### src/rtl/chg_seq_pkg.sv
// Shared types and widths for the change-record sequencer.
//   chg_rec_t   : one buffered change.txt record {last, row, col, re, img}
//   chg_state_e : sequencer FSM states
package chg_seq_pkg;

  localparam int unsigned IDX_W = 16;
  localparam int unsigned VAL_W = 24;

  typedef struct packed {
    logic             last;
    logic [IDX_W-1:0] row;
    logic [IDX_W-1:0] col;
    logic [VAL_W-1:0] re;
    logic [VAL_W-1:0] img;
  } chg_rec_t;

  localparam int unsigned REC_W = $bits(chg_rec_t);

  typedef enum logic [1:0] {
    ST_IDLE   = 2'd0,
    ST_LAUNCH = 2'd1,
    ST_WAIT   = 2'd2,
    ST_DONE   = 2'd3
  } chg_state_e;

endpackage

### src/rtl/chg_record_sequencer_if.sv
// Record stream in, current record out, write-path completion back.
//   master : loader / write path side (drives in_*)
//   slave  : sequencer side (drives op_*)
interface chg_rec_if #(
  parameter int unsigned DEPTH = 8
);
  import chg_seq_pkg::*;

  localparam int unsigned CNT_W = $clog2(DEPTH) + 1;

  logic             in_recValid;
  logic [IDX_W-1:0] in_recRow;
  logic [IDX_W-1:0] in_recCol;
  logic [VAL_W-1:0] in_recReal;
  logic [VAL_W-1:0] in_recImg;
  logic             in_recLast;
  logic             op_recReady;
  logic [IDX_W-1:0] op_chgTxt_row;
  logic [IDX_W-1:0] op_chgTxt_col;
  logic [VAL_W-1:0] op_chgTxt_real;
  logic [VAL_W-1:0] op_chgTxt_img;
  logic             op_isDiag;
  logic             op_startUpdate;
  logic             in_updateDone;
  logic             op_busy;
  logic             op_allDone;
  logic [CNT_W-1:0] op_fifoCount;
  logic             op_rangeErr;

  modport master (
    output in_recValid, in_recRow, in_recCol, in_recReal, in_recImg, in_recLast,
    output in_updateDone,
    input  op_recReady, op_chgTxt_row, op_chgTxt_col, op_chgTxt_real, op_chgTxt_img,
    input  op_isDiag, op_startUpdate, op_busy, op_allDone, op_fifoCount, op_rangeErr
  );

  modport slave (
    input  in_recValid, in_recRow, in_recCol, in_recReal, in_recImg, in_recLast,
    input  in_updateDone,
    output op_recReady, op_chgTxt_row, op_chgTxt_col, op_chgTxt_real, op_chgTxt_img,
    output op_isDiag, op_startUpdate, op_busy, op_allDone, op_fifoCount, op_rangeErr
  );

endinterface

### src/rtl/chg_fifo.sv
// Synchronous FIFO with wrap-around pointers and occupancy count.
//   push_i/data_i : write (ignored when full)
//   pop_i/data_o  : head entry, removed on pop (ignored when empty)
//   count_o, full_o, empty_o : occupancy status
module chg_fifo #(
  parameter int unsigned DEPTH = 8,
  parameter int unsigned W     = 8
) (
  input  logic                   clock,
  input  logic                   reset,
  input  logic                   push_i,
  input  logic [W-1:0]           data_i,
  input  logic                   pop_i,
  output logic [W-1:0]           data_o,
  output logic [$clog2(DEPTH):0] count_o,
  output logic                   full_o,
  output logic                   empty_o
);

  localparam int unsigned PTR_W = $clog2(DEPTH);
  localparam int unsigned CNT_W = PTR_W + 1;

  logic [W-1:0]     mem_q [DEPTH];
  logic [PTR_W-1:0] wr_q;
  logic [PTR_W-1:0] rd_q;
  logic [CNT_W-1:0] cnt_q;
  logic             do_push;
  logic             do_pop;

  assign do_push = push_i && !full_o;
  assign do_pop  = pop_i && !empty_o;

  // Pointers wrap naturally because DEPTH is a power of two.
  always_ff @(posedge clock) begin
    if (!reset) begin
      wr_q  <= '0;
      rd_q  <= '0;
      cnt_q <= '0;
    end else begin
      if (do_push) wr_q <= wr_q + PTR_W'(1);
      if (do_pop)  rd_q <= rd_q + PTR_W'(1);
      case ({do_push, do_pop})
        2'b10:   cnt_q <= cnt_q + CNT_W'(1);
        2'b01:   cnt_q <= cnt_q - CNT_W'(1);
        default: cnt_q <= cnt_q;
      endcase
    end
  end

  // Storage needs no reset; validity is tracked by the count.
  always_ff @(posedge clock) begin
    if (do_push) mem_q[wr_q] <= data_i;
  end

  assign data_o  = mem_q[rd_q];
  assign count_o = cnt_q;
  assign full_o  = (cnt_q == CNT_W'(DEPTH));
  assign empty_o = (cnt_q == '0);

endmodule

### src/rtl/chg_record_sequencer.sv
// Buffers change.txt records and feeds them one at a time to the Y update
// path: start pulse per record, hold until done, sticky allDone after last.
//   clock, reset : rising-edge clock, synchronous active-low reset
//   bus          : record input, current-record output, completion/status
module chg_record_sequencer
  import chg_seq_pkg::*;
#(
  parameter int unsigned DEPTH = 8,
  parameter int unsigned N_MAX = 1024
) (
  input  logic     clock,
  input  logic     reset,
  chg_rec_if.slave bus
);

  localparam int unsigned CNT_W = $clog2(DEPTH) + 1;

  chg_state_e       state_q, state_d;
  chg_rec_t         rec_q, rec_d;
  logic             diag_q, diag_d;
  logic             start_q, start_d;
  logic             busy_q, busy_d;
  logic             all_q, all_d;
  logic             rerr_q, rerr_d;
  logic             pend_q, pend_d;

  chg_rec_t         wr_rec;
  chg_rec_t         head;
  logic [CNT_W-1:0] count;
  logic             full;
  logic             empty;
  logic             accept;
  logic             in_range;
  logic             push;
  logic             pop;

  assign accept   = bus.in_recValid && !full;
  assign in_range = (32'(bus.in_recRow) < N_MAX) && (32'(bus.in_recCol) < N_MAX);
  assign push     = accept && in_range;

  assign wr_rec = '{last: bus.in_recLast, row: bus.in_recRow, col: bus.in_recCol,
                    re: bus.in_recReal, img: bus.in_recImg};

  chg_fifo #(.DEPTH(DEPTH), .W(REC_W)) u_fifo (
    .clock   (clock),
    .reset   (reset),
    .push_i  (push),
    .data_i  (wr_rec),
    .pop_i   (pop),
    .data_o  (head),
    .count_o (count),
    .full_o  (full),
    .empty_o (empty)
  );

  // State and output registers.
  always_ff @(posedge clock) begin
    if (!reset) begin
      state_q <= ST_IDLE;
      rec_q   <= '0;
      diag_q  <= 1'b0;
      start_q <= 1'b0;
      busy_q  <= 1'b0;
      all_q   <= 1'b0;
      rerr_q  <= 1'b0;
      pend_q  <= 1'b0;
    end else begin
      state_q <= state_d;
      rec_q   <= rec_d;
      diag_q  <= diag_d;
      start_q <= start_d;
      busy_q  <= busy_d;
      all_q   <= all_d;
      rerr_q  <= rerr_d;
      pend_q  <= pend_d;
    end
  end

  // Next state; a dropped last record still ends the stream via pend.
  always_comb begin
    state_d = state_q;
    rec_d   = rec_q;
    diag_d  = diag_q;
    start_d = 1'b0;
    busy_d  = busy_q;
    all_d   = all_q;
    rerr_d  = rerr_q || (accept && !in_range);
    pend_d  = pend_q || (accept && !in_range && bus.in_recLast);
    pop     = 1'b0;
    case (state_q)
      ST_IDLE: begin
        if (!empty) begin
          pop     = 1'b1;
          rec_d   = head;
          diag_d  = (head.row == head.col);
          busy_d  = 1'b1;
          state_d = ST_LAUNCH;
        end else if (pend_q) begin
          all_d   = 1'b1;
          state_d = ST_DONE;
        end
      end
      ST_LAUNCH: begin
        start_d = 1'b1;
        state_d = ST_WAIT;
      end
      ST_WAIT: begin
        if (bus.in_updateDone) begin
          busy_d = 1'b0;
          if (rec_q.last) begin
            all_d   = 1'b1;
            state_d = ST_DONE;
          end else begin
            state_d = ST_IDLE;
          end
        end
      end
      ST_DONE: begin
        state_d = ST_DONE;
      end
      default: state_d = ST_IDLE;
    endcase
  end

  assign bus.op_recReady    = !full;
  assign bus.op_chgTxt_row  = rec_q.row;
  assign bus.op_chgTxt_col  = rec_q.col;
  assign bus.op_chgTxt_real = rec_q.re;
  assign bus.op_chgTxt_img  = rec_q.img;
  assign bus.op_isDiag      = diag_q;
  assign bus.op_startUpdate = start_q;
  assign bus.op_busy        = busy_q;
  assign bus.op_allDone     = all_q;
  assign bus.op_fifoCount   = count;
  assign bus.op_rangeErr    = rerr_q;

endmodule

### src/flat_wrapper.sv
// flat-port wrapper written by rule: the top's interface ports become plain ports
module chg_record_sequencer_flat import chg_seq_pkg::*;
#(
  parameter int unsigned DEPTH = 8,
  parameter int unsigned N_MAX = 1024
)
  (clock, reset, bus_in_recValid, bus_in_recRow, bus_in_recCol, bus_in_recReal, bus_in_recImg, bus_in_recLast, bus_in_updateDone, bus_op_recReady, bus_op_chgTxt_row, bus_op_chgTxt_col, bus_op_chgTxt_real, bus_op_chgTxt_img, bus_op_isDiag, bus_op_startUpdate, bus_op_busy, bus_op_allDone, bus_op_fifoCount, bus_op_rangeErr);
  chg_rec_if #(.DEPTH(DEPTH)) bus_i ();
  input  logic clock;
  input  logic reset;
  input wire logic [$bits(bus_i.in_recValid)-1:0] bus_in_recValid;
  input wire logic [$bits(bus_i.in_recRow)-1:0] bus_in_recRow;
  input wire logic [$bits(bus_i.in_recCol)-1:0] bus_in_recCol;
  input wire logic [$bits(bus_i.in_recReal)-1:0] bus_in_recReal;
  input wire logic [$bits(bus_i.in_recImg)-1:0] bus_in_recImg;
  input wire logic [$bits(bus_i.in_recLast)-1:0] bus_in_recLast;
  input wire logic [$bits(bus_i.in_updateDone)-1:0] bus_in_updateDone;
  output wire logic [$bits(bus_i.op_recReady)-1:0] bus_op_recReady;
  output wire logic [$bits(bus_i.op_chgTxt_row)-1:0] bus_op_chgTxt_row;
  output wire logic [$bits(bus_i.op_chgTxt_col)-1:0] bus_op_chgTxt_col;
  output wire logic [$bits(bus_i.op_chgTxt_real)-1:0] bus_op_chgTxt_real;
  output wire logic [$bits(bus_i.op_chgTxt_img)-1:0] bus_op_chgTxt_img;
  output wire logic [$bits(bus_i.op_isDiag)-1:0] bus_op_isDiag;
  output wire logic [$bits(bus_i.op_startUpdate)-1:0] bus_op_startUpdate;
  output wire logic [$bits(bus_i.op_busy)-1:0] bus_op_busy;
  output wire logic [$bits(bus_i.op_allDone)-1:0] bus_op_allDone;
  output wire logic [$bits(bus_i.op_fifoCount)-1:0] bus_op_fifoCount;
  output wire logic [$bits(bus_i.op_rangeErr)-1:0] bus_op_rangeErr;
  assign bus_i.in_recValid = bus_in_recValid;
  assign bus_i.in_recRow = bus_in_recRow;
  assign bus_i.in_recCol = bus_in_recCol;
  assign bus_i.in_recReal = bus_in_recReal;
  assign bus_i.in_recImg = bus_in_recImg;
  assign bus_i.in_recLast = bus_in_recLast;
  assign bus_i.in_updateDone = bus_in_updateDone;
  assign bus_op_recReady = bus_i.op_recReady;
  assign bus_op_chgTxt_row = bus_i.op_chgTxt_row;
  assign bus_op_chgTxt_col = bus_i.op_chgTxt_col;
  assign bus_op_chgTxt_real = bus_i.op_chgTxt_real;
  assign bus_op_chgTxt_img = bus_i.op_chgTxt_img;
  assign bus_op_isDiag = bus_i.op_isDiag;
  assign bus_op_startUpdate = bus_i.op_startUpdate;
  assign bus_op_busy = bus_i.op_busy;
  assign bus_op_allDone = bus_i.op_allDone;
  assign bus_op_fifoCount = bus_i.op_fifoCount;
  assign bus_op_rangeErr = bus_i.op_rangeErr;
  chg_record_sequencer #(.DEPTH(DEPTH), .N_MAX(N_MAX)) u_core (.clock(clock), .reset(reset), .bus(bus_i));
endmodule
### config.mk
export PLATFORM = sky130hd
export DESIGN_NAME = chg_record_sequencer_flat
export DESIGN_NICKNAME = d
export VERILOG_FILES = /design/src/rtl/chg_seq_pkg.sv /design/src/rtl/chg_record_sequencer_if.sv /design/src/rtl/chg_fifo.sv /design/src/rtl/chg_record_sequencer.sv /design/src/flat_wrapper.sv
export SDC_FILE = /design/constraint.sdc
export NUM_CORES = 1
export LEC_CHECK = 0
export ABC_AREA = 1
export ABC_CLOCK_PERIOD_IN_PS = 21700
export CAP_MARGIN = 20
export CORE_MARGIN = 2
export CORE_UTILIZATION = 50
export CTS_CLUSTER_DIAMETER = 60
export DETAILED_ROUTE_END_ITERATION = 8
export PLACE_DENSITY = 0.66
export SYNTH_ARGS = -nofsm -noshare
export SYNTH_HDL_FRONTEND = slang
export SYNTH_SLANG_ARGS = --single-unit
### constraint.sdc
create_clock -name clock -period 21.7 [get_ports clock]
set_input_delay 2.17 -clock clock [delete_from_list [all_inputs] [get_ports clock]]
set_output_delay 2.17 -clock clock [all_outputs]
set_load 0.1 [all_outputs]
==> impl_summary.log, run 1 <==
INFO  metric fmaxAchievable = between 0.15 and 0.2 GHz
INFO  metric period_minus_slack = around 6.1 ns
INFO  metric final_layout_size_suffix_gt1_share = roughly 6%
INFO  metric postLayoutSetupSlackWorst = 15.58 ns
INFO  metric critical-path-max-stage-delay = roughly 0.7 ns
INFO  metric dp.final_hpwl = approximately 38 mm
INFO  metric globalRoute.totalOverflow = 0
INFO  metric finalMaxSlewViolations = 0
INFO  metric drc = 0
INFO  metric die_y = 250 um
INFO  metric rsz_0062_raised_after_global_routing = no
INFO  metric netlist-cell-type-count = 29
INFO  metric synth_area_per_cell = ~11 sq um
INFO  metric irDropWorstVdd = roughly 0.00010 V
INFO  metric ys_warn_count = 0
INFO  metric area_delta_synth_final = 14.4%
INFO  metric met3_length = 4.18 mm
INFO  metric gp_congestion = 0.809
INFO  metric synthTopCellsByCount = sky130_fd_sc_hd__edfxtp_1 (648), sky130_fd_sc_hd__nand2_1 (475), sky130_fd_sc_hd__o21ai_0 (304)
INFO  metric final_core_util = 57.5%
INFO  metric grt_first_pass_wirelength = 107 mm
INFO  metric die_width = 250 um
INFO  metric detailed_place.area = 31900 sq um
INFO  metric die_area = 62400 sq um
INFO  metric power.density = 121 nW/um^2
INFO  metric power.share.combinational = 28.7%
INFO  metric min_period_over_period = 28.2%
INFO  metric post_cts_buffers = 0
INFO  metric cts_tree = yes
INFO  metric floorplan.initialDensity = approximately half
INFO  metric setup_viol = 0
INFO  metric cp.arrival = 6.37 ns
INFO  metric critical_path_peak_fanout = 44
INFO  metric yosysMostFrequentCell = sky130_fd_sc_hd__edfxtp_1
INFO  metric grt_use_total = between 20% and 30%
INFO  metric max_slew.worst_pin.slew = 1.09 ns
INFO  metric hold_ws = around 0.45 ns
INFO  metric final_wirelength = 69.4 mm
INFO  metric clk_pin_slew = 0.06 ns
INFO  metric leakagePower = 12.5 nW
INFO  metric power.share.sequential = 40.1%
INFO  metric num_vias = 19.4k
INFO  metric postSynth.asyncResetShare = 0%
INFO  metric synth-main-ff-cell = sky130_fd_sc_hd__edfxtp_1
INFO  metric met2_wirelength = 34.0 mm
INFO  metric critical_path.n_buffers_inverters = 4
INFO  metric finalSetupTns = 0 ns
INFO  metric cap_violations = 0
INFO  metric num_io_pins = 175
INFO  metric category_of_the_worst_setup_path_capture_point = flop
INFO  metric placed_cells = roughly 3.4k
INFO  metric first_global_vias = about 19k
INFO  metric overall_power_of_the_completed_layout = roughly 4.2 mW
INFO  metric detail_route.first_pass.iterations = 6
INFO  metric number_of_inserted_filler_cells_in_the_final_layout = 4791
INFO  metric critPathKind = in -> reg
INFO  metric clock_power_share = 31.2%
INFO  metric cts_inserted_buffers = 76
INFO  metric postSynthCellCount = about 2.6k
INFO  metric hp-class = reg -> reg
INFO  metric detail_route.iter0.violations = roughly 1.6k
INFO  metric synth_sequential_area_ratio = 71.2%
INFO  metric worst_skew_pair.late_latency = 0.64 ns
INFO  metric final_cell_area = around 35000 sq um
INFO  metric critPathTopFamily = simple AND/OR/NAND/NOR gates
INFO  metric final.setup_skew = 0.0388 ns
INFO  metric largest_net_degree_at_the_start_of_global_routing = 149
INFO  metric cts_hold_repair.buffers = 0
INFO  metric cell_rows = 90
INFO  metric post_route_non_filler_standard_cell_count = between 3k and 4k
INFO  metric synth_edf_count = about 650
INFO  metric antenna_violations_before_repair = 9
INFO  metric placement.io_buffers = 174
INFO  metric status = finished clean
INFO  metric crit_required = 21.95 ns
INFO  metric hold_viol_final = 0
INFO  metric timing.critical_path.slowest_stage_cell = sky130_fd_sc_hd__buf_4
INFO  metric switching_share = a little over a third
INFO  metric power_switching = 1.52 mW
INFO  metric core = 60000 sq um
INFO  metric cell_chosen_for_the_clock_root = sky130_fd_sc_hd__clkbuf_16
INFO  metric cts.htree.levels = 3
INFO  metric route.detailed.wl_per_inst = 19.6 um
INFO  metric syn-num-nets = between 2k and 3k
INFO  metric drt-vias-per-instance = 5.49
INFO  metric post_synth_main_area_contributors = sky130_fd_sc_hd__edfxtp_1 (64%), sky130_fd_sc_hd__dfxtp_1 (6.8%), sky130_fd_sc_hd__nand2_1 (5.9%)
INFO  metric synth_largest_type_area_fraction = 64.4%
INFO  metric synth-seq-cells = 750
INFO  metric route.top_layer_used = met5
INFO  metric timing.critical_path.from_type = primary input
INFO  metric cts_repair_resize_count = 0
INFO  metric final_net_count = 2778
INFO  metric synth.largest_area_cell = sky130_fd_sc_hd__edfxtp_1
INFO  metric antenna_violating_nets_post_route = 0
INFO  metric route.layer.met1.wl = 29.1 mm
INFO  metric mappedNetlistArea = 30200 sq um
INFO  metric place_worst_setup_slack = 14.86 ns
INFO  metric cp_cell_sequence = clkdlybuf4s50_1 > or4_1 > nor2_1 > nand2_1 > nor2_1 > inv_1 > nor3_2 > buf_4 > buf_4
INFO  metric clockBufferDepth = 3
INFO  metric worst_slew_margin_rel = 27.1%
INFO  metric internal_power = between 2 and 3 mW
INFO  metric sink_count = 750
-- worst min-delay path: stages, from the launching register on --
cell	delay, ns
sky130_fd_sc_hd__dfxtp_1	0.31
sky130_fd_sc_hd__inv_1	0.05
sky130_fd_sc_hd__a21oi_1	0.05
-- final cells by class --
type	instances	area, sq um	share of cell area [%]
clock inverter	36	437	1.26
multi-input combinational	1471	6770	19.6
clock buffer	106	2110	6.10
tap	782	978	2.83
sequential	750	21500	62.3
inverter	182	696	2.01
timing repair buffer	207	2040	5.90
antenna	2	5.00	0.0145
-- cell usage in the layout, fill, tap and decap left out, types with 68 or more instances in the layout --
cell type,n
sky130_fd_sc_hd__a21oi_1,94
sky130_fd_sc_hd__clkbuf_16,77
sky130_fd_sc_hd__inv_1,177
sky130_fd_sc_hd__o21ai_0,304
sky130_fd_sc_hd__edfxtp_1,648
sky130_fd_sc_hd__clkdlybuf4s50_1,173
sky130_fd_sc_hd__nand2_1,475
sky130_fd_sc_hd__o21ai_1,68
sky130_fd_sc_hd__nor2_1,281
sky130_fd_sc_hd__dfxtp_1,99
sky130_fd_sc_hd__nand3_1,124
-- final timing paths --
kind | from | end | slack (ns) | depth (start not counted)
worst max register to register | flop | u_core.bus.op_isDiag | 17.70 | 14
worst min register to register | u_core.bus.op_allDone | u_core.bus.op_allDone | 0.45 | 2
worst min-delay path | u_core.bus.op_allDone | u_core.bus.op_allDone | 0.45 | 2
worst max-delay path | bus_in_recRow[15] | u_core.u_fifo.mem_q[1][59] | 15.58 | 9
-- power by group through the flow --
stage	Combinational, mW	Clock [mW]	Sequential, mW
after floorplan	0.949	0	1.71
after global placement	1.18	0	1.71
after detailed placement	1.20	0	1.71
after CTS	1.21	1.33	1.68
after global routing	1.31	1.39	1.69
final	1.20	1.31	1.68
-- registers in the layout, summed over array words and instances, names as in the netlist, named ones only --
| name | cells |
|---|---|
| u_core.bus.op_startUpdate | 1 |
| u_core.pend_q | 1 |
| u_core.bus.op_busy | 1 |
| u_core.bus.op_chgTxt_row | 16 |
| u_core.bus.op_chgTxt_real | 24 |
| u_core.u_fifo.wr_q | 3 |
| u_core.bus.op_allDone | 1 |
| u_core.u_fifo.count_o | 4 |
| u_core.rec_q | 1 |
| u_core.bus.op_chgTxt_col | 16 |
| u_core.u_fifo.mem_q | 648 |
| u_core.bus.op_rangeErr | 1 |
| u_core.state_q | 2 |
| u_core.u_fifo.rd_q | 3 |
| u_core.bus.op_chgTxt_img | 24 |
| u_core.bus.op_isDiag | 1 |
-- kinds of logic (layout without fill, tap and decap cells) --
logic type	after synthesis	in the layout	share of synthesized area, %
buffers and inverters	418	531	6.51
other	0	2	0
xor gates and xnor gates	3	3	0.0870
DFF	750	750	71.2
AOI/OAI and AO/OA	570	570	10.3
and+or+nand+nor	893	893	11.7
adders and majority gates	5	5	0.207
-- metal layers --
layer	vias up	track usage, %
met1	9462	28.3
met2	574	37.3
li1	9219	-
met4	14	8.23
met5	-	0
met3	134	4.55
Note: power is estimated with default switching activity, not from simulation.
==> run 2, diff against run 1 <==
--- a/config.mk
+++ b/config.mk
@@ -6,7 +6,7 @@
 export NUM_CORES = 1
 export LEC_CHECK = 0
 export ABC_AREA = 1
-export ABC_CLOCK_PERIOD_IN_PS = 21700
+export ABC_CLOCK_PERIOD_IN_PS = 6050
 export CAP_MARGIN = 20
 export CORE_MARGIN = 2
 export CORE_UTILIZATION = 50
==> constraint.sdc (replaced) <==
create_clock -name clock -period 6.05 [get_ports clock]
set_input_delay 0.605 -clock clock [delete_from_list [all_inputs] [get_ports clock]]
set_output_delay 0.605 -clock clock [all_outputs]
set_load 0.1 [all_outputs]
==> run 2 against run 1 <==
Sequential share of layout area fell by 0.31 points. Global-route usage fell by 0.24 points. First-iteration DRC count rose by 5.9%. Critical endpoint is now u_core.u_fifo.mem_q[7][73]. Highest routed layer unchanged. Design area rose by 0.50%.
==> impl_summary.log, run 2 (synthesis results as in run 1) <==
INFO  metric status = finished clean
INFO  metric critPathTopFamily = simple AND/OR/NAND/NOR gates
INFO  metric regMostFlops = u_core.u_fifo.mem_q
INFO  metric power.density = 434 nW/um^2
INFO  metric hold_path.startpoint = u_core.bus.op_allDone
INFO  metric timing.critical_path.from_type = primary input
INFO  metric category_of_the_worst_setup_path_capture_point = flop
INFO  metric crit_required = around 6.3 ns
INFO  metric antenna_violating_nets_post_route = 0
INFO  metric cell_chosen_for_the_clock_root = sky130_fd_sc_hd__clkbuf_16
INFO  metric floorplan.initialDensity = between 50% and 60%
INFO  metric die_area = 62400 sq um
INFO  metric fmaxAchievable = 0.273 GHz
INFO  metric rsz_0062_raised_after_global_routing = no
INFO  metric max_ffs_per_register = 648
INFO  metric worstHoldPathCells = 2
INFO  metric cts.htree.levels = 3
INFO  metric route.detailed.wl_per_inst = 19.5 um
INFO  metric final_cell_area = 34700 sq um
INFO  metric placement.io_buffers = roughly 170
INFO  metric period_minus_slack = about 3.7 ns
INFO  metric first_global_vias = 18.8k
INFO  metric max_slew.worst_pin.slew = 1.08 ns
INFO  metric cts_hold_repair.buffers = 0
INFO  metric minimum_setup_slack_among_reg_to_reg_paths = 2.46 ns
INFO  metric finalSetupTns = 0 ns
INFO  metric cell_rows = 90
INFO  metric clockBufferDepth = 3
INFO  metric reg2regPathDepth = 14
INFO  metric cap_violations = 0
INFO  metric critPathMostFrequentCell = sky130_fd_sc_hd__nor2_1
INFO  metric regToRegEndpoint = u_core.bus.op_isDiag
INFO  metric overall_power_of_the_completed_layout = 15.1 mW
INFO  metric num_io_pins = 175
INFO  metric post_cts_buffers = 0
INFO  metric die_y = 250 um
INFO  metric detail_route.iter0.violations = ~1.7k
INFO  metric critical_path.n_buffers_inverters = 3
INFO  metric critical_path_depth = 8
INFO  metric num_vias = 19.3k
INFO  metric clk_pin_slew = ~0.060 ns
INFO  metric final.setup_skew = 0.0198 ns
INFO  metric final_layout_size_suffix_gt1_share = 6.21%
INFO  metric place_worst_setup_slack = 1.66 ns
INFO  metric drt-vias-per-instance = 5.47
INFO  metric gp_congestion = 0.766
INFO  metric antenna_violations_before_repair = 5
INFO  metric worst_skew_pair.late_latency = a little over 0.6 ns
INFO  metric detailed_place.area = between 30000 and 40000 sq um
INFO  metric cts_inserted_buffers = 77
INFO  metric cp.arrival = about 4 ns
INFO  metric die_width = 250 um
INFO  metric critical_path_peak_fanout = 15
INFO  metric core = 60000 sq um
INFO  metric min_period_over_period = 60.6%
INFO  metric detail_route.first_pass.iterations = 5
INFO  metric area_delta_synth_final = 15.0%
INFO  metric highest_count_cells_in_the_layout_ignoring_fill_and_taps = sky130_fd_sc_hd__edfxtp_1 (648), sky130_fd_sc_hd__nand2_1 (475), sky130_fd_sc_hd__o21ai_0 (304)
INFO  metric critPathKind = in -> reg
INFO  metric cp_cell_sequence = clkdlybuf4s50_1 > or4_1 > nor2_1 > nand2_1 > nor2_1 > inv_1 > nor3_4 > buf_4
INFO  metric timing.critical_path.slowest_stage_cell = sky130_fd_sc_hd__nor3_4
INFO  metric critical-path-max-stage-delay = 0.85 ns
INFO  metric final_net_count = around 2.8k
INFO  metric drc = 0
INFO  metric grt_first_pass_wirelength = 106 mm
INFO  metric hold_viol_final = 0
INFO  metric globalRoute.totalOverflow = 0
INFO  metric irDropWorstVdd = 0.000282 V
INFO  metric sink_count = 750
INFO  metric postLayoutSetupSlackWorst = 2.38 ns
INFO  metric leakagePower = 12.6 nW
INFO  metric holdPathEnd = u_core.bus.op_allDone
INFO  metric hp-class = reg -> reg
INFO  metric layout.cells.most_common = sky130_fd_sc_hd__edfxtp_1
INFO  metric finalMaxSlewViolations = 0
INFO  metric grt_use_total = about 22%
INFO  metric cts_tree = yes
INFO  metric cts_repair_resize_count = 0
INFO  metric worst_slew_margin_rel = 27.8%
INFO  metric setup_viol = 0
INFO  metric final_wirelength = 68.9 mm
INFO  metric largest_net_degree_at_the_start_of_global_routing = 191
INFO  metric dp.final_hpwl = between 30 and 40 mm
-- run 2: cell types whose count changed in the layout (fill, tap and decap cells not counted), moves of 3 or more --
| cell | change |
|---|---|
| sky130_fd_sc_hd__nor3_2 | -8 |
| sky130_fd_sc_hd__nor3_4 | +8 |
| sky130_fd_sc_hd__clkinv_16 | -3 |
| sky130_fd_sc_hd__clkinvlp_4 | +5 |
| sky130_fd_sc_hd__buf_12 | +8 |
| sky130_fd_sc_hd__clkbuf_16 | +8 |
| sky130_fd_sc_hd__clkinv_1 | +3 |
| sky130_fd_sc_hd__clkbuf_1 | -7 |
| sky130_fd_sc_hd__inv_6 | +3 |
| sky130_fd_sc_hd__buf_4 | -8 |
-- run 2: final cells by class --
| cell class | instances | area [sq um] |
|---|---|---|
| inverters | 182 | 696 |
| well taps | 782 | 978 |
| clock inverters | 39 | 342 |
| flip-flops and latches | 750 | 21500 |
| diodes | 2 | 5.00 |
| fillers | 4752 | 25300 |
| clock buffers | 105 | 2250 |
| repair buffers | 206 | 2110 |
| multi-input cells | 1471 | 6820 |
-- run 2: per-layer routing --
metal	share of wire, %	track usage (%)	vias to the layer above
met2	49	36.8	623
met1	42	29.0	9355
met3	6.2	3.14	116
li1	-	-	9242
met4	2.5	8.02	4
met5	0.033	0	-
-- run 2: report_power, final --
group	switching, mW	leakage, nW	internal [mW]
Sequential	0.205	6.67	5.82
Clock	1.96	1.26	2.80
Combinational	3.25	4.66	1.04
Total	5.42	12.6	9.66
-- run 2: worst max-delay path by stage --
stage,from,to,slack [ns]
after floorplan,u_core.u_fifo.count_o[2],u_core.u_fifo.mem_q[0][0],-0.12
final,bus_in_recRow[15],u_core.u_fifo.mem_q[7][73],2.38
after global placement,bus_in_recRow[14],u_core.u_fifo.mem_q[1][3],1.67
after CTS,bus_in_recRow[13],u_core.u_fifo.mem_q[1][4],2.29
after detailed placement,bus_in_recRow[15],u_core.u_fifo.mem_q[1][5],1.66
after global routing,bus_in_recRow[13],u_core.u_fifo.mem_q[7][73],2.15
-- run 2: worst min-delay path, delay by kind of cell (launching register included) --
| kind | cells | cell delay, ns |
|---|---|---|
| AOI/OAI and AO/OA | 1 | 0.05 |
| buffers and inverters | 1 | 0.04 |
| DFF | 1 | 0.30 |
-- run 2: metrics by stage --
stage	instances	utilization, %	hold WS (ns)
final	3537	57.8	0.450
after global routing	3537	57.8	0.475
after CTS	3534	57.8	0.457
after detailed placement	3390	53.5	0.450
after global placement	3390	53.5	0.433
after floorplan	2639	-	0.433
==> run 3, diff against run 2 <==
--- a/config.mk
+++ b/config.mk
@@ -6,7 +6,7 @@
 export NUM_CORES = 1
 export LEC_CHECK = 0
 export ABC_AREA = 1
-export ABC_CLOCK_PERIOD_IN_PS = 6050
+export ABC_CLOCK_PERIOD_IN_PS = 3400
 export CAP_MARGIN = 20
 export CORE_MARGIN = 2
 export CORE_UTILIZATION = 50
==> constraint.sdc (replaced) <==
create_clock -name clock -period 3.4 [get_ports clock]
set_input_delay 0.34 -clock clock [delete_from_list [all_inputs] [get_ports clock]]
set_output_delay 0.34 -clock clock [all_outputs]
set_load 0.1 [all_outputs]
==> run 3 against run 2 <==
Sequential share of layout area fell by 0.47 points. Setup slack got worse by 1.6 ns. Combinational power up 84%. Critical path type unchanged.
==> impl_summary.log, run 3 (synthesis results as in run 1) <==
INFO  metric finalMaxSlewViolations = 0
INFO  metric sink_count = 750
INFO  metric timing.critical_path.slowest_stage_cell = sky130_fd_sc_hd__or4_1
INFO  metric worstHoldPathCells = 3
INFO  metric place_worst_setup_slack = 0.137 ns
INFO  metric leakagePower = about 13 nW
INFO  metric timing.critical_path.from_type = primary input
INFO  metric critical_path_peak_fanout = 58
INFO  metric critPathKind = in -> reg
INFO  metric period_minus_slack = 2.66 ns
INFO  metric num_vias = 19.6k
INFO  metric hold_ws = 0.367 ns
INFO  metric clockBufferDepth = 3
INFO  metric cts_hold_repair.buffers = 0
INFO  metric placed_cells = 3403
INFO  metric postLayoutSetupSlackWorst = 0.743 ns
INFO  metric power.density = 771 nW/um^2
INFO  metric cell_rows = 90
INFO  metric core = 60000 sq um
INFO  metric floorplan.initialDensity = 50.3%
INFO  metric hold_viol_final = 0
INFO  metric worst_skew_pair.late_latency = just over 0.6 ns
INFO  metric largest_net_degree_at_the_start_of_global_routing = 170
INFO  metric grt_use_total = between 20% and 30%
INFO  metric max_slew.worst_pin.slew = 1.09 ns
INFO  metric final_layout_size_suffix_gt1_share = 7.12%
INFO  metric final_wirelength = 71.1 mm
INFO  metric gp_congestion = ~0.8
INFO  metric post_route_non_filler_standard_cell_count = 3553
INFO  metric critical_path.n_buffers_inverters = 3
INFO  metric final.setup_skew = 0.0207 ns
INFO  metric cts_inserted_buffers = 79
INFO  metric antenna_violating_nets_post_route = 0
INFO  metric critPathTopFamily = simple AND/OR/NAND/NOR gates
INFO  metric reg2regPathDepth = 7
INFO  metric category_of_the_worst_setup_path_capture_point = flop
INFO  metric num_io_pins = 175
INFO  metric cts_tree = yes
INFO  metric cap_violations = 0
INFO  metric worst_slew_margin_rel = about 27%
INFO  metric critPathMostFrequentCell = sky130_fd_sc_hd__nand2_4
INFO  metric cp_cell_sequence = clkdlybuf4s50_1 > or4_1 > nor2_2 > nand2_4 > inv_2 > nand2_4 > nor3_4 > buf_12
INFO  metric grt_first_pass_wirelength = 111 mm
INFO  metric final_core_util = 58.3%
INFO  metric final_net_count = between 2k and 3k
INFO  metric cell_chosen_for_the_clock_root = sky130_fd_sc_hd__clkbuf_16
INFO  metric cp.arrival = 2.91 ns
INFO  metric drt-vias-per-instance = 5.51
INFO  metric area_delta_synth_final = 15.9%
INFO  metric die_width = between 200 and 250 um
INFO  metric cts.htree.levels = 3
INFO  metric detail_route.iter0.violations = 1549
INFO  metric irDropWorstVdd = 0.000701 V
INFO  metric dp.final_hpwl = 40.1 mm
INFO  metric globalRoute.totalOverflow = 0
INFO  metric highest_count_cells_in_the_layout_ignoring_fill_and_taps = sky130_fd_sc_hd__edfxtp_1 (648), sky130_fd_sc_hd__nand2_1 (472), sky130_fd_sc_hd__o21ai_0 (304)
INFO  metric max_ffs_per_register = 648
INFO  metric post_cts_buffers = 0
INFO  metric layout.cells.most_common = sky130_fd_sc_hd__edfxtp_1
INFO  metric route.detailed.wl_per_inst = 20.0 um
INFO  metric crit_required = 3.66 ns
INFO  metric overall_power_of_the_completed_layout = 27.0 mW
INFO  metric rsz_0062_raised_after_global_routing = no
INFO  metric cts_repair_resize_count = 0
INFO  metric status = finished clean
INFO  metric fmaxAchievable = 0.376 GHz
INFO  metric setup_viol = 0
INFO  metric die_area = 62400 sq um
INFO  metric critical_path_depth = 8
INFO  metric clk_pin_slew = 0.06 ns
INFO  metric antenna_violations_before_repair = 8
INFO  metric first_global_vias = 19.3k
INFO  metric min_period_over_period = between 70 and 80%
INFO  metric detail_route.first_pass.iterations = 5
INFO  metric die_y = 250 um
INFO  metric drc = 0
INFO  metric critical-path-max-stage-delay = 0.60 ns
INFO  metric regMostFlops = u_core.u_fifo.mem_q
INFO  metric hp-class = in -> reg
INFO  metric minimum_setup_slack_among_reg_to_reg_paths = 0.80 ns
INFO  metric placement.io_buffers = 174
-- run 3: cell count changes in the layout (fill, tap and decap cells not counted), moves of 4 or more --
cell,delta
sky130_fd_sc_hd__clkinvlp_4,-6
sky130_fd_sc_hd__clkbuf_8,+5
sky130_fd_sc_hd__inv_1,-4
sky130_fd_sc_hd__dfxtp_1,-4
sky130_fd_sc_hd__buf_12,+14
sky130_fd_sc_hd__clkinv_1,+5
sky130_fd_sc_hd__clkbuf_16,-6
-- run 3: worst paths after layout --
| path | endpoint | from |
|---|---|---|
| max | u_core.u_fifo.mem_q[4][32] | bus_in_recRow[11] |
| min | u_core.bus.op_chgTxt_real[14] | reset |
| max reg2reg | u_core.bus.op_chgTxt_real[7] | flop |
| min reg2reg | flop | u_core.u_fifo.rd_q[2] |
-- run 3: per-layer routing --
metal,GRT usage [%],vias up,wire length [um]
met5,0,-,75
met4,7.99,10,1860
met3,3.66,110,4510
met2,38.0,662,34700
met1,30.6,9534,30000
li1,-,9270,-
-- run 3: through the flow --
stage	setup TNS [ns]	instance area, sq um
floorplan	-199.12	30300
global placement	0	32400
detailed placement	0	32400
CTS	0	35000
global route	0	35000
finish	0	35000
-- run 3: power breakdown --
group / switching [mW] / internal (mW) / leakage [nW]
clock: 3.53 / 4.92 / 1.27
combinational: 5.95 / 1.95 / 4.77
sequential: 0.274 / 10.4 / 6.67
-- run 3: final cells by class --
type / instances / area (sq um)
clock inverters: 44 / 407
fillers: 4765 / 25000
multi-input cells: 1471 / 6860
clock buffers: 103 / 2170
repair buffers: 218 / 2350
inverters: 182 / 698
diodes: 3 / 7.51
flip-flops and latches: 750 / 21500
well taps: 782 / 978
-- run 3: worst min-delay path: stages --
cell and delay (ns):
sky130_fd_sc_hd__buf_2 0.35, sky130_fd_sc_hd__o21ai_0 0.17, sky130_fd_sc_hd__a21oi_1 0.05
